==> src/rtl/nac_axi_arbiter.sv <==
// N-to-1 AXI4 arbiter: independent write and read ownership over one slave port.
// Fixed-priority or round-robin selection, optional lock to a single master.
module nac_axi_arbiter #(
    parameter int NUM_MASTERS = 2,
    parameter int ADDR_W      = 32,
    parameter int DATA_W      = 32,
    parameter int ARB_MODE    = 1
) (
    input  logic                                 clk,
    input  logic                                 rst,
    input  logic                                 lock_en,
    input  logic [$clog2(NUM_MASTERS)-1:0]       lock_id,

    input  logic [NUM_MASTERS*ADDR_W-1:0]        s_awaddr,
    input  logic [NUM_MASTERS*8-1:0]             s_awlen,
    input  logic [NUM_MASTERS*3-1:0]             s_awsize,
    input  logic [NUM_MASTERS*2-1:0]             s_awburst,
    input  logic [NUM_MASTERS-1:0]               s_awvalid,
    output logic [NUM_MASTERS-1:0]               s_awready,
    input  logic [NUM_MASTERS*DATA_W-1:0]        s_wdata,
    input  logic [NUM_MASTERS*(DATA_W/8)-1:0]    s_wstrb,
    input  logic [NUM_MASTERS-1:0]               s_wlast,
    input  logic [NUM_MASTERS-1:0]               s_wvalid,
    output logic [NUM_MASTERS-1:0]               s_wready,
    output logic [NUM_MASTERS-1:0]               s_bvalid,
    output logic [NUM_MASTERS*2-1:0]             s_bresp,
    input  logic [NUM_MASTERS-1:0]               s_bready,
    input  logic [NUM_MASTERS*ADDR_W-1:0]        s_araddr,
    input  logic [NUM_MASTERS*8-1:0]             s_arlen,
    input  logic [NUM_MASTERS*3-1:0]             s_arsize,
    input  logic [NUM_MASTERS*2-1:0]             s_arburst,
    input  logic [NUM_MASTERS-1:0]               s_arvalid,
    output logic [NUM_MASTERS-1:0]               s_arready,
    output logic [NUM_MASTERS-1:0]               s_rvalid,
    output logic [NUM_MASTERS*DATA_W-1:0]        s_rdata,
    output logic [NUM_MASTERS*2-1:0]             s_rresp,
    output logic [NUM_MASTERS-1:0]               s_rlast,
    input  logic [NUM_MASTERS-1:0]               s_rready,

    output logic [ADDR_W-1:0]                    m_awaddr,
    output logic [7:0]                           m_awlen,
    output logic [2:0]                           m_awsize,
    output logic [1:0]                           m_awburst,
    output logic                                 m_awvalid,
    input  logic                                 m_awready,
    output logic [DATA_W-1:0]                    m_wdata,
    output logic [DATA_W/8-1:0]                  m_wstrb,
    output logic                                 m_wlast,
    output logic                                 m_wvalid,
    input  logic                                 m_wready,
    input  logic                                 m_bvalid,
    input  logic [1:0]                           m_bresp,
    output logic                                 m_bready,
    output logic [ADDR_W-1:0]                    m_araddr,
    output logic [7:0]                           m_arlen,
    output logic [2:0]                           m_arsize,
    output logic [1:0]                           m_arburst,
    output logic                                 m_arvalid,
    input  logic                                 m_arready,
    input  logic                                 m_rvalid,
    input  logic [DATA_W-1:0]                    m_rdata,
    input  logic [1:0]                           m_rresp,
    input  logic                                 m_rlast,
    output logic                                 m_rready,

    output logic [NUM_MASTERS-1:0]               wr_grant,
    output logic [NUM_MASTERS-1:0]               rd_grant,
    output logic                                 err_wlast
);

    localparam int N      = NUM_MASTERS;
    localparam int IDX_W  = $clog2(NUM_MASTERS);
    localparam int STRB_W = DATA_W / 8;

    typedef enum logic [1:0] {W_IDLE, W_ADDR, W_DATA, W_RESP} wr_state_e;
    typedef enum logic [1:0] {R_IDLE, R_ADDR, R_DATA}         rd_state_e;

    wr_state_e        wr_state_q, wr_state_d;
    rd_state_e        rd_state_q, rd_state_d;
    logic [N-1:0]     wr_grant_q, wr_grant_d;
    logic [N-1:0]     rd_grant_q, rd_grant_d;
    logic [IDX_W-1:0] wr_idx_q, wr_idx_d;
    logic [IDX_W-1:0] rd_idx_q, rd_idx_d;
    logic [IDX_W-1:0] wr_ptr_q, wr_ptr_d;
    logic [IDX_W-1:0] rd_ptr_q, rd_ptr_d;
    logic [7:0]       beat_cnt_q, beat_cnt_d;
    logic             err_wlast_q, err_wlast_d;

    logic [N-1:0]     elig_mask;
    logic [N-1:0]     aw_req;
    logic [N-1:0]     ar_req;
    logic             aw_hs, w_hs, b_hs, ar_hs, r_last_hs;

    // Fixed mode: lowest index wins. Round-robin: first requester after ptr.
    function automatic logic [IDX_W-1:0] pick_winner(input logic [N-1:0]     req,
                                                     input logic [IDX_W-1:0] ptr);
        logic [IDX_W-1:0] win;
        int               j;
        win = '0;
        if (ARB_MODE == 0) begin
            for (int i = N - 1; i >= 0; i--) begin
                if (req[i]) win = IDX_W'(i);
            end
        end else begin
            for (int k = N - 1; k >= 0; k--) begin
                j = (int'(ptr) + 1 + k) % N;
                if (req[j]) win = IDX_W'(j);
            end
        end
        return win;
    endfunction

    assign elig_mask = lock_en ? (N'(1) << lock_id) : {N{1'b1}};
    assign aw_req    = s_awvalid & elig_mask;
    assign ar_req    = s_arvalid & elig_mask;

    assign aw_hs     = m_awvalid & m_awready;
    assign w_hs      = m_wvalid & m_wready;
    assign b_hs      = m_bvalid & m_bready;
    assign ar_hs     = m_arvalid & m_arready;
    assign r_last_hs = m_rvalid & m_rready & m_rlast;

    always_ff @(posedge clk) begin
        if (rst) begin
            wr_state_q  <= W_IDLE;
            rd_state_q  <= R_IDLE;
            wr_grant_q  <= '0;
            rd_grant_q  <= '0;
            wr_idx_q    <= '0;
            rd_idx_q    <= '0;
            wr_ptr_q    <= IDX_W'(N - 1);
            rd_ptr_q    <= IDX_W'(N - 1);
            beat_cnt_q  <= '0;
            err_wlast_q <= 1'b0;
        end else begin
            wr_state_q  <= wr_state_d;
            rd_state_q  <= rd_state_d;
            wr_grant_q  <= wr_grant_d;
            rd_grant_q  <= rd_grant_d;
            wr_idx_q    <= wr_idx_d;
            rd_idx_q    <= rd_idx_d;
            wr_ptr_q    <= wr_ptr_d;
            rd_ptr_q    <= rd_ptr_d;
            beat_cnt_q  <= beat_cnt_d;
            err_wlast_q <= err_wlast_d;
        end
    end

    // NOTE: every variable gets its hold value before the case so no path infers a latch.
    always_comb begin
        wr_state_d  = wr_state_q;
        wr_grant_d  = wr_grant_q;
        wr_idx_d    = wr_idx_q;
        wr_ptr_d    = wr_ptr_q;
        beat_cnt_d  = beat_cnt_q;
        err_wlast_d = err_wlast_q;
        case (wr_state_q)
            W_IDLE: begin
                if (|aw_req) begin
                    wr_idx_d   = pick_winner(aw_req, wr_ptr_q);
                    wr_grant_d = N'(1) << wr_idx_d;
                    wr_state_d = W_ADDR;
                end
            end
            W_ADDR: begin
                if (aw_hs) begin
                    beat_cnt_d = m_awlen;
                    wr_state_d = W_DATA;
                end
            end
            W_DATA: begin
                if (w_hs) begin
                    // Mismatch is only flagged; the burst still ends on the master's wlast.
                    if (m_wlast != (beat_cnt_q == 8'd0)) err_wlast_d = 1'b1;
                    if (beat_cnt_q != 8'd0) beat_cnt_d = beat_cnt_q - 8'd1;
                    if (m_wlast) wr_state_d = W_RESP;
                end
            end
            W_RESP: begin
                if (b_hs) begin
                    wr_grant_d = '0;
                    wr_ptr_d   = wr_idx_q;
                    wr_state_d = W_IDLE;
                end
            end
            default: wr_state_d = W_IDLE;
        endcase
    end

    always_comb begin
        rd_state_d = rd_state_q;
        rd_grant_d = rd_grant_q;
        rd_idx_d   = rd_idx_q;
        rd_ptr_d   = rd_ptr_q;
        case (rd_state_q)
            R_IDLE: begin
                if (|ar_req) begin
                    rd_idx_d   = pick_winner(ar_req, rd_ptr_q);
                    rd_grant_d = N'(1) << rd_idx_d;
                    rd_state_d = R_ADDR;
                end
            end
            R_ADDR: begin
                if (ar_hs) rd_state_d = R_DATA;
            end
            R_DATA: begin
                if (r_last_hs) begin
                    rd_grant_d = '0;
                    rd_ptr_d   = rd_idx_q;
                    rd_state_d = R_IDLE;
                end
            end
            default: rd_state_d = R_IDLE;
        endcase
    end

    // NOTE: handshake outputs are forced low while rst is high so nothing completes
    // on the reset edge, even though the state registers still hold the old phase.
    always_comb begin
        m_awaddr  = s_awaddr[int'(wr_idx_q)*ADDR_W +: ADDR_W];
        m_awlen   = s_awlen[int'(wr_idx_q)*8 +: 8];
        m_awsize  = s_awsize[int'(wr_idx_q)*3 +: 3];
        m_awburst = s_awburst[int'(wr_idx_q)*2 +: 2];
        m_wdata   = s_wdata[int'(wr_idx_q)*DATA_W +: DATA_W];
        m_wstrb   = s_wstrb[int'(wr_idx_q)*STRB_W +: STRB_W];
        m_wlast   = s_wlast[wr_idx_q];
        m_awvalid = 1'b0;
        m_wvalid  = 1'b0;
        m_bready  = 1'b0;
        s_awready = '0;
        s_wready  = '0;
        s_bvalid  = '0;
        s_bresp   = '0;
        for (int i = 0; i < N; i++) begin
            if (wr_grant_q[i]) s_bresp[i*2 +: 2] = m_bresp;
        end
        if (!rst) begin
            case (wr_state_q)
                W_ADDR: begin
                    m_awvalid = s_awvalid[wr_idx_q];
                    s_awready = wr_grant_q & {N{m_awready}};
                end
                W_DATA: begin
                    m_wvalid = s_wvalid[wr_idx_q];
                    s_wready = wr_grant_q & {N{m_wready}};
                end
                W_RESP: begin
                    m_bready = s_bready[wr_idx_q];
                    s_bvalid = wr_grant_q & {N{m_bvalid}};
                end
                default: ;
            endcase
        end
    end

    always_comb begin
        m_araddr  = s_araddr[int'(rd_idx_q)*ADDR_W +: ADDR_W];
        m_arlen   = s_arlen[int'(rd_idx_q)*8 +: 8];
        m_arsize  = s_arsize[int'(rd_idx_q)*3 +: 3];
        m_arburst = s_arburst[int'(rd_idx_q)*2 +: 2];
        m_arvalid = 1'b0;
        m_rready  = 1'b0;
        s_arready = '0;
        s_rvalid  = '0;
        if (!rst) begin
            case (rd_state_q)
                R_ADDR: begin
                    m_arvalid = s_arvalid[rd_idx_q];
                    s_arready = rd_grant_q & {N{m_arready}};
                end
                R_DATA: begin
                    m_rready = s_rready[rd_idx_q];
                    s_rvalid = rd_grant_q & {N{m_rvalid}};
                end
                default: ;
            endcase
        end
    end

    // Read payload goes to everyone; only the owner sees rvalid.
    assign s_rdata   = {N{m_rdata}};
    assign s_rresp   = {N{m_rresp}};
    assign s_rlast   = {N{m_rlast}};

    assign wr_grant  = wr_grant_q;
    assign rd_grant  = rd_grant_q;
    assign err_wlast = err_wlast_q;

endmodule

==> config.mk <==
export PLATFORM = sky130hd
export DESIGN_NAME = nac_axi_arbiter
export DESIGN_NICKNAME = d
export VERILOG_FILES = /design/src/rtl/nac_axi_arbiter.sv
export SDC_FILE = /design/constraint.sdc
export NUM_CORES = 1
export LEC_CHECK = 0
export ABC_AREA = 1
export BUFFER_PORTS_ARGS = -buffer_cell sky130_fd_sc_hd__clkbuf_2
export CAP_MARGIN = 40
export CORE_AREA = 5 5 204 206
export DETAILED_ROUTE_END_ITERATION = 10
export DIE_AREA = 0 0 209 211
export HOLD_SLACK_MARGIN = 0.03
export MAX_ROUTING_LAYER = met4
export PLACE_DENSITY = 0.4
export SLEW_MARGIN = 20
export SYNTH_ARGS = -nofsm -noshare
export SYNTH_HDL_FRONTEND = slang
export SYNTH_SLANG_ARGS = --single-unit
==> constraint.sdc <==
create_clock -name clk -period 2.1 [get_ports clk]
set_clock_uncertainty 0.05 [all_clocks]
set_input_delay 0.21 -clock clk [delete_from_list [all_inputs] [get_ports clk]]
set_output_delay 0.21 -clock clk [all_outputs]
set_load 0.02 [all_outputs]
==> flow_summary_export.csv, run 1 <==
group,metric,value,unit
detailed_routing,drc_errors,0,
critical_path,crit_path_start_kind,"register",
critical_path,rr_startpoint,"wr_state_q[0]",
logic_synthesis,yosys_warnings,0,
detailed_routing,ant_nets,0,
grt,grt_use_total,0.101,
critical_path,critPathSlowestCell,"dfxtp_1",
critical_path,critPathBufInv,4,
critical_path,crit_chain,"inv_1, ha_2, inv_1, nor4_4, buf_4, clkbuf_2",
power,p_sw,2.14,mW
cells_and_area,layout.nets,1396,
floorplan,die_area,44100,sq um
floorplan,initial_core_util,0.0937,
logic_synthesis,ys_types,38,
worst_hold_path,hold_end,"err_wlast",
detailed_routing,drtIter0Drc,152,
logic_synthesis,ys_seq_elements,21,
power,pwr-share-clk,0.113,
worst_hold_path,hp-class,"in -> reg",
logic_synthesis,synth.cell_area,3700,sq um
detailed_routing,viasPerCell,3.39,
detailed_routing,via_count,5440,
critical_path,required,1.84,ns
run,cap_violations,0,
power,combinationalPowerShare,0.732,
critical_path,path_common_cell,"inv_1",
critical_path,arrival,1.70,ns
clocking,post-cts-setup-buffer-count,0,
cells_and_area,final_area,6080,sq um
cells_and_area,syn2layout_area_growth,64.6,%
grt,grtUsageMet1,0.106,
critical_path,crit_path_max_incr_delay,0.34,ns
logic_synthesis,synth_top_area_share,0.454,
detailed_routing,firstDrtPassIters,4,
critical_path,critPathCaptureType,"output pin",
place,hpwl,21000,um
critical_path,path_max_fanout,4,
logic_synthesis,synthFlopType,"dfxtp_1",
logic_synthesis,synth-edff-count,0,
clocking,h-tree-depth,1,
floorplan,io_pins,531,
grt,grt_max_degree,44,
logic_synthesis,syn_avg_cell_area,5.05,sq um
logic_synthesis,synth_most_common_cell,"nand2_1",
place,place_area,5970,sq um
logic_synthesis,synthTopCellsByCount,"447 x nand2_1, 73 x buf_4, 39 x inv_1",
timing,min_period,1.96,ns
grt,grt_pass1_wl,33400,um
clocking,tritoncts,"yes",
cells_and_area,drive_above_1_share,0.448,
power,switching_share,0.547,
logic_synthesis,netlist_instances,732,
grt,use_met3,0.0278,
critical_path,worstReg2RegEnd,"beat_cnt_q[1]",
power,power_density,642,nW/um^2
detailed_routing,drt-total-wl,23300,um
detailed_routing,wl_per_cell,14.5,um
worst_hold_path,hold_path_depth,3,
clocking,cts_made_buffers,3,
timing,slew_headroom,0.752,
place,place_congestion,0.943,
floorplan,core,39500,sq um
grt,grt_pass1_vias,5527,
clocking,clockBufferDepth,2,
timing,rsz0062_at_grt,"false",
power,seqPwrFrac,0.155,
timing,fin_tns_setup,0,ns
power,intPower,1.77,mW
run_status,outcome,"complete, no violations",
floorplan,dieWidth,209,um
grt,antenna_found_initial,4,
clocking,clock-root-buffer,"clkbuf_16",
clocking,clock_latency,0.27,ns
timing,achievable-frequency,510,MHz
floorplan,die_h,211,um
grt,gr-max-usage-layer,"met2",
floorplan,std_cell_rows,73,
power,p_leak,3.79,nW
logic_synthesis,synth_sequential_area_ratio,0.114,
critical_path,path_depth,6,
timing,slew_viol_final,0,
grt,gr-usage-met2,0.182,
logic_synthesis,ys_top_cells_by_area,"nand2_1 45%, buf_4 15%, dfxtp_1 11%",
clocking,clock_sinks,21,
logic_synthesis,synthesis.nets,1049,
timing,fin_crit_sh,0.933,
critical_path,r2r.worst_path.cells,9,
critical_path,crit_family,"buffers and inverters",
power,peakVddDrop,0.000235,V
timing,hold_viol,0,
grt,grt_overflow,0,
clocking,clk_pin_slew,0.07,ns
timing,setup_viol,0,
place,port_buffers,428,
logic_synthesis,synth_top_area_cell,"nand2_1",
timing,tightest_slew,0.367,ns
critical_path,worst-setup-path-type,"reg -> out",
logic_synthesis,async_flop_share,0,
worst_hold_path,hp-start,"m_wready",
critical_path,rrSetupSlack,0.38,ns
-- state kept, by name, indices dropped and copies added (netlist names) --
signal      flops
rd_idx_q        1
rd_ptr_q        1
wr_state_q      2
wr_idx_q        1
beat_cnt_q      8
rd_state_q      2
wr_grant        2
err_wlast       1
rd_grant        2
wr_ptr_q        1
-- metal layers --
layer	up-vias	wire length (um)	part of all wire
li1	2826	-	-
met1	2276	8590	0.37
met2	295	11800	0.51
met3	43	2170	0.093
met4	0	788	0.034
met5	-	0	0
-- per-stage QoR --
step	total power, mW	setup WS [ns]	std cells	hold slack [ns]	util
6_report	3.91	0.140	1606	0.231	0.154
5_1_grt	4.32	0.00339	1606	0.231	0.154
4_1_cts	4.00	0.0344	1603	0.228	0.153
3_5_place_dp	3.52	0.230	1599	0.370	0.151
3_3_place_gp	3.54	0.321	1599	0.370	0.151
2_1_floorplan	2.63	0.465	732	0.327	-
-- power groups by stage --
stage	Sequential [mW]	Clock (mW)	Combinational, mW
floorplan	0.606	0	2.03
global placement	0.616	0	2.92
detailed placement	0.619	0	2.91
CTS	0.610	0.465	2.92
global route	0.629	0.479	3.22
finish	0.607	0.442	2.86
-- cell usage in the layout (no fill, tap or decap), drive strengths merged, types with 3 or more instances in the layout --
master	instances
inv	46
nand3	12
clkbuf	431
nand2	454
buf	18
xor2	3
ha	7
dfxtp	21
nor2	32
nor4	3
a21oi	11
nand4	3
diode	3
o21ai	16
nor3	8
-- worst max path at each step --
stage / slack (ns) / end / from
2_1_floorplan: 0.46 / s_awready[0] / wr_state_q[1]
3_3_place_gp: 0.32 / s_awready[0] / wr_state_q[1]
3_5_place_dp: 0.23 / s_awready[0] / wr_state_q[1]
4_1_cts: 0.03 / s_awready[0] / wr_state_q[1]
5_1_grt: 0.003 / s_wready[0] / wr_state_q[0]
6_report: 0.14 / s_awready[0] / wr_state_q[1]
-- repair_timing --
action,CTS,global route
cloned,0,0
pin swaps,0,0
hold buffers,0,0
resized for setup,1,5
endpoints found under the setup margin,1,4
-- worst register-to-register path: stages, from the launching register on --
cell	delay, ns
dfxtp_1	0.39
inv_1	0.10
ha_1	0.23
inv_2	0.08
buf_4	0.17
nand2_1	0.06
nand2_1	0.11
nand3_2	0.17
o21ai_0	0.20
nor2_1	0.06
-- cell families (layout without fill, tap and decap cells) --
kind of cell,Yosys count,in the layout,synth area share
adders and majority gates,7,7,0.0237
xor gates and xnor gates,3,3,0.00711
AOI/OAI and AO/OA,34,34,0.0535
buffers and inverters,150,496,0.236
and+or+nand+nor,517,517,0.566
other,0,3,0
DFF,21,21,0.114
-- area by class of cell --
type                    instances  area, sq um
fillers                      4693        33400
multi-input cells             561         2430
flip-flops and latches         21          425
well taps                     525          657
repair buffers                446         2300
clock buffers                   3         75.1
diodes                          3         7.51
inverters                      46          180
clock inverters                 1         7.51
(Power assumes the default switching activity.)
==> inputs of run 2 (changes only) <==
--- a/config.mk
+++ b/config.mk
@@ -8,12 +8,12 @@
 export ABC_AREA = 1
 export BUFFER_PORTS_ARGS = -buffer_cell sky130_fd_sc_hd__clkbuf_2
 export CAP_MARGIN = 40
-export CORE_AREA = 5 5 204 206
+export CORE_AREA = 5 5 202 204
 export DETAILED_ROUTE_END_ITERATION = 10
-export DIE_AREA = 0 0 209 211
+export DIE_AREA = 0 0 207 209
 export HOLD_SLACK_MARGIN = 0.03
 export MAX_ROUTING_LAYER = met4
-export PLACE_DENSITY = 0.4
+export PLACE_DENSITY = 0.42
 export SLEW_MARGIN = 20
 export SYNTH_ARGS = -nofsm -noshare
 export SYNTH_HDL_FRONTEND = slang
==> constraint.sdc (replaced) <==
create_clock -name clk -period 1.8 [get_ports clk]
set_clock_uncertainty 0.05 [all_clocks]
set_input_delay 0.18 -clock clk [delete_from_list [all_inputs] [get_ports clk]]
set_output_delay 0.18 -clock clk [all_outputs]
set_load 0.02 [all_outputs]
==> run 2 against run 1 <==
Against the previous run: wire length fell by 7.4%; global-route usage fell by 0.81 points; hold slack lost 0.066 ns.
==> flow_summary_export.csv, run 2 (synthesis gave the netlist of run 1 again) <==
group,metric,value,unit
detailed_routing,ant_nets,0,
floorplan,std_cell_rows,73,
cells_and_area,largest_reg_flops,8,
cells_and_area,final_cell_mix,"447 x nand2_1, 422 x clkbuf_2, 37 x inv_1",
detailed_routing,via_count,5484,
place,pre_cts_ws,0.119,ns
run_status,outcome,"complete, no violations",
power,power_density,754,nW/um^2
power,switching_share,0.540,
cells_and_area,syn2layout_area_growth,68.4,%
cells_and_area,final_area,6230,sq um
clocking,clock_latency,0.26,ns
clocking,clock-root-buffer,"clkbuf_16",
critical_path,rrSetupSlack,0.14,ns
place,hpwl,18900,um
timing,slew_headroom,0.707,
power,intPower,2.16,mW
timing,slew_viol_final,0,
critical_path,critPathCaptureType,"output pin",
floorplan,core,39100,sq um
clocking,cts_made_buffers,3,
timing,min_period,1.72,ns
timing,fin_tns_setup,0,ns
power,p_sw,2.53,mW
clocking,clk_pin_slew,0.07,ns
place,place_area,5980,sq um
critical_path,required,1.57,ns
cells_and_area,top_register,"beat_cnt_q",
power,pwr-share-clk,0.107,
power,peakVddDrop,0.000310,V
cells_and_area,drive_above_1_share,0.457,
cells_and_area,fill_cells,4583,
critical_path,cp-startpoint,"wr_state_q[0]",
detailed_routing,firstDrtPassIters,4,
timing,tightest_slew,0.439,ns
cells_and_area,postLayoutCoreUtil,0.159,
critical_path,worstReg2RegEnd,"beat_cnt_q[0]",
run,cap_violations,0,
floorplan,io_pins,531,
critical_path,worst-setup-path-type,"reg -> out",
clocking,cts_hold_buffers,0,
grt,grt_pass1_wl,30900,um
grt,grt_max_degree,61,
clocking,clockBufferDepth,2,
critical_path,arrival,1.49,ns
detailed_routing,drtIter0Drc,167,
worst_hold_path,hold_end,"rd_state_q[1]",
timing,finalWorstSetupSlack,0.0834,ns
power,combinationalPowerShare,0.740,
clocking,h-tree-depth,1,
grt,grt_pass1_vias,5342,
place,port_buffers,428,
grt,grt_use_total,0.0929,
critical_path,rr_startpoint,"wr_state_q[1]",
floorplan,initial_core_util,0.0945,
cells_and_area,layout.nets,1399,
timing,hold_viol,0,
grt,antenna_found_initial,3,
detailed_routing,drc_errors,0,
clocking,tritoncts,"yes",
grt,grt_overflow,0,
power,seqPwrFrac,0.153,
detailed_routing,wl_per_cell,13.4,um
clocking,clock_sinks,21,
floorplan,dieWidth,207,um
floorplan,die_area,43300,sq um
critical_path,crit_path_start_kind,"register",
worst_hold_path,hold_path_depth,3,
timing,achievable-frequency,583,MHz
floorplan,die_h,209,um
worst_hold_path,hp-class,"in -> reg",
timing,fin_crit_sh,0.954,
detailed_routing,viasPerCell,3.41,
worst_hold_path,hp-start,"m_arready",
timing,setup_viol,0,
detailed_routing,drt-total-wl,21600,um
cells_and_area,layout_commonest_cell,"nand2_1",
place,place_congestion,0.881,
power,p_leak,3.85,nW
critical_path,r2r.worst_path.cells,9,
critical_path,path_max_fanout,4,
[run 2: cell types whose count changed in the layout (fill, tap and decap cells not counted), sizes merged]
cell,delta
clkinv,+1
bufbuf,+1
clkbuf,-3
clkinvlp,-1
buf,+5
[run 2: how the worst max path moves through the flow]
stage          slack [ns]       endpoint
2_1_floorplan        0.19   s_awready[0]
4_1_cts             0.005    m_wdata[22]
3_5_place_dp         0.12  beat_cnt_q[3]
6_report             0.08    s_wready[0]
5_1_grt            -0.003    s_wready[0]
3_3_place_gp         0.14  beat_cnt_q[7]
[run 2: power groups by stage]
| stage | clock (mW) | sequential (mW) | combinational (mW) |
|---|---|---|---|
| after CTS | 0.523 | 0.696 | 3.49 |
| after floorplan | 0 | 0.707 | 2.36 |
| after detailed placement | 0 | 0.701 | 3.41 |
| after global routing | 0.535 | 0.738 | 3.89 |
| after global placement | 0 | 0.699 | 3.42 |
| final | 0.502 | 0.717 | 3.48 |
[run 2: final cells by class]
class	instances	area [sq um]	area share
inverters	46	188	0.0301
flip-flops and latches	21	430	0.0691
multi-input cells	561	2460	0.395
clock buffers	3	75.1	0.0121
clock inverters	1	5.00	0.000804
diodes	3	7.51	0.00121
repair buffers	449	2410	0.386
well taps	525	657	0.106
[run 2: worst max-delay path, cell delays in order (launching register included)]
cell and delay [ns]:
dfxtp_4 0.37, inv_4 0.06, ha_4 0.13, inv_2 0.05, nor2_4 0.15, inv_4 0.07, nor3_4 0.21, clkbuf_8 0.19
[run 2: metrics by stage]
step	hold slack, ns	cells	power, mW
3_5_place_dp	0.310	1599	4.11
2_1_floorplan	0.297	732	3.07
5_1_grt	0.197	1609	5.16
3_3_place_gp	0.310	1599	4.11
4_1_cts	0.166	1604	4.71
6_report	0.164	1609	4.69
[run 2: routing by layer]
| metal | GRT usage | part of all wire |
|---|---|---|
| met5 | - | 0 |
| met4 | 0.0310 | 0.026 |
| met3 | 0.0308 | 0.094 |
| met2 | 0.176 | 0.53 |
| met1 | 0.0886 | 0.35 |
[run 2: timing repair]
action | 4_1_cts | 5_1_grt
setup endpoints to repair | 10 | 14
gates resized for setup | 16 | 16
pin swaps | 1 | 5
gates cloned | 1 | 1
setup buffers | 0 | 1
==> inputs of run 3 (changes only) <==
--- a/config.mk
+++ b/config.mk
@@ -8,13 +8,14 @@
 export ABC_AREA = 1
 export BUFFER_PORTS_ARGS = -buffer_cell sky130_fd_sc_hd__clkbuf_2
 export CAP_MARGIN = 40
-export CORE_AREA = 5 5 202 204
+export CORE_AREA = 2 2 205 207
 export DETAILED_ROUTE_END_ITERATION = 10
 export DIE_AREA = 0 0 207 209
 export HOLD_SLACK_MARGIN = 0.03
 export MAX_ROUTING_LAYER = met4
-export PLACE_DENSITY = 0.42
-export SLEW_MARGIN = 20
+export PLACE_DENSITY = 0.4
+export RECOVER_POWER = 25
+export SLEW_MARGIN = 15
 export SYNTH_ARGS = -nofsm -noshare
 export SYNTH_HDL_FRONTEND = slang
 export SYNTH_SLANG_ARGS = --single-unit
==> run 3 against run 2 <==
Against the previous run: maximum frequency shrank 0.75%; die area is the same; register-to-register slack gained 0.04 ns; hold slack lost 0.024 ns; first-iteration DRC count grew 17%; global-route usage shrank 0.11 points; power shrank 1.8%; count of clock-buffer cells in the layout is the same; flip-flop and latch count is the same; setup slack lost 0.013 ns; sequential share of layout area is essentially flat; combinational power shrank 3%; largest cell class unchanged.
==> flow_summary_export.csv, run 3 (synthesis gave the netlist of run 1 again) <==
group,metric,value,unit
clocking,h-tree-depth,1,
clocking,cts_made_buffers,3,
place,place_congestion,0.820,
timing,fin_crit_sh,0.961,
floorplan,core,41300,sq um
detailed_routing,drc_errors,0,
critical_path,rr_startpoint,"beat_cnt_q[0]",
run,cap_violations,0,
timing,slew_headroom,0.724,
place,place_area,6000,sq um
detailed_routing,via_count,5478,
floorplan,initial_core_util,0.0895,
grt,grt_max_degree,48,
critical_path,path_max_fanout,4,
cells_and_area,final_cell_mix,"447 x nand2_1, 422 x clkbuf_2, 38 x inv_1",
clocking,cts_hold_buffers,0,
cells_and_area,layout.nets,1395,
detailed_routing,drt-total-wl,20500,um
timing,setup_viol,0,
detailed_routing,viasPerCell,3.38,
critical_path,critPathSlowestCell,"dfxtp_1",
power,total_power,4.61,mW
clocking,clk_pin_slew,0.07,ns
timing,hold_viol,0,
cells_and_area,largest_reg_flops,8,
critical_path,crit_chain,"inv_1, ha_1, inv_2, nor2_4, and3_1, clkbuf_2",
critical_path,critPathCaptureType,"output pin",
detailed_routing,drtIter0Drc,195,
clocking,clock_sinks,21,
floorplan,die_h,209,um
timing,finalWorstSetupSlack,0.0705,ns
worst_hold_path,hp-class,"in -> reg",
clocking,clock-root-buffer,"clkbuf_16",
timing,rsz0062_at_grt,"true",
cells_and_area,layout_commonest_cell,"nand2_1",
power,peakVddDrop,0.000347,V
floorplan,die_area,43300,sq um
timing,achievable-frequency,578,MHz
timing,tightest_slew,0.409,ns
detailed_routing,firstDrtPassIters,4,
clocking,post-cts-setup-buffer-count,0,
timing,slew_viol_final,0,
cells_and_area,instances_no_fill,1622,
cells_and_area,drive_above_1_share,0.448,
critical_path,crit_path_start_kind,"register",
detailed_routing,ant_nets,0,
critical_path,required,1.57,ns
worst_hold_path,hp-start,"m_arready",
grt,grt_overflow,0,
floorplan,std_cell_rows,75,
clocking,tritoncts,"yes",
timing,min_period,1.73,ns
power,p_leak,3.79,nW
clocking,clock_latency,0.26,ns
cells_and_area,final_area,6140,sq um
cells_and_area,syn2layout_area_growth,66.2,%
place,hpwl,18100,um
floorplan,io_pins,531,
detailed_routing,wl_per_cell,12.6,um
critical_path,arrival,1.50,ns
clocking,clockBufferDepth,2,
cells_and_area,postLayoutCoreUtil,0.149,
place,pre_cts_ws,0.184,ns
critical_path,worst-setup-path-type,"reg -> out",
grt,grt_use_total,0.0919,
place,dp_cells,1611,
run_status,outcome,"complete, no violations",
grt,grt_pass1_wl,30000,um
critical_path,crit_path_max_incr_delay,0.35,ns
cells_and_area,top_register,"beat_cnt_q",
floorplan,dieWidth,207,um
grt,grt_pass1_vias,5294,
critical_path,cp-startpoint,"wr_state_q[0]",
power,power_density,750,nW/um^2
place,port_buffers,428,
grt,antenna_found_initial,7,
## run 3: repair_timing
action                     4_1_cts  5_1_grt
setup endpoints to repair        9       14
pin swaps                        0        1
resized for setup                2       17
cloned                           0        1
## run 3: final timing paths
kind / endpoint / cells past startpoint / slack (ns)
min: rd_state_q[1] / 3 / 0.14
max reg2reg: beat_cnt_q[0] / 10 / 0.18
min reg2reg: err_wlast / 2 / 0.42
max: m_wvalid / 6 / 0.07
## run 3: worst max-delay path: cells and delay by family (launching register included)
family	cells	cell delay [ns]
buffers and inverters	3	0.38
flip-flops	1	0.35
AND/OR/NAND/NOR	2	0.31
adder cells (fa/ha/maj)	1	0.19
## run 3: stage by stage
stage | hold slack, ns | TNS, ns
floorplan | 0.297 | 0
global placement | 0.310 | 0
detailed placement | 0.310 | 0
CTS | 0.145 | 0
global route | 0.172 | -0.0108
finish | 0.141 | 0
## run 3: final cells by class
| type | count | area (sq um) |
|---|---|---|
| repair buffers | 444 | 2340 |
| diodes | 6 | 15.0 |
| multi-input cells | 562 | 2430 |
| flip-flops and latches | 21 | 425 |
| clock buffers | 3 | 75.1 |
| inverters | 46 | 183 |
| well taps | 539 | 674 |
| fillers | 4888 | 35100 |
| clock inverters | 1 | 5.00 |
## run 3: metal layers
metal / share of wire / GRT usage / vias to the layer above
met3: 0.092 / 0.0295 / 38
li1: - / - / 2831
met4: 0.024 / 0.0300 / 0
met2: 0.53 / 0.172 / 269
met1: 0.36 / 0.0892 / 2340
met5: 0 / - / -
## run 3: report_power, final
group	switching, mW	total (mW)	internal [mW]
logic	2.17	3.38	1.21
registers	0.132	0.720	0.588
clock network	0.205	0.505	0.300
total	2.51	4.61	2.10
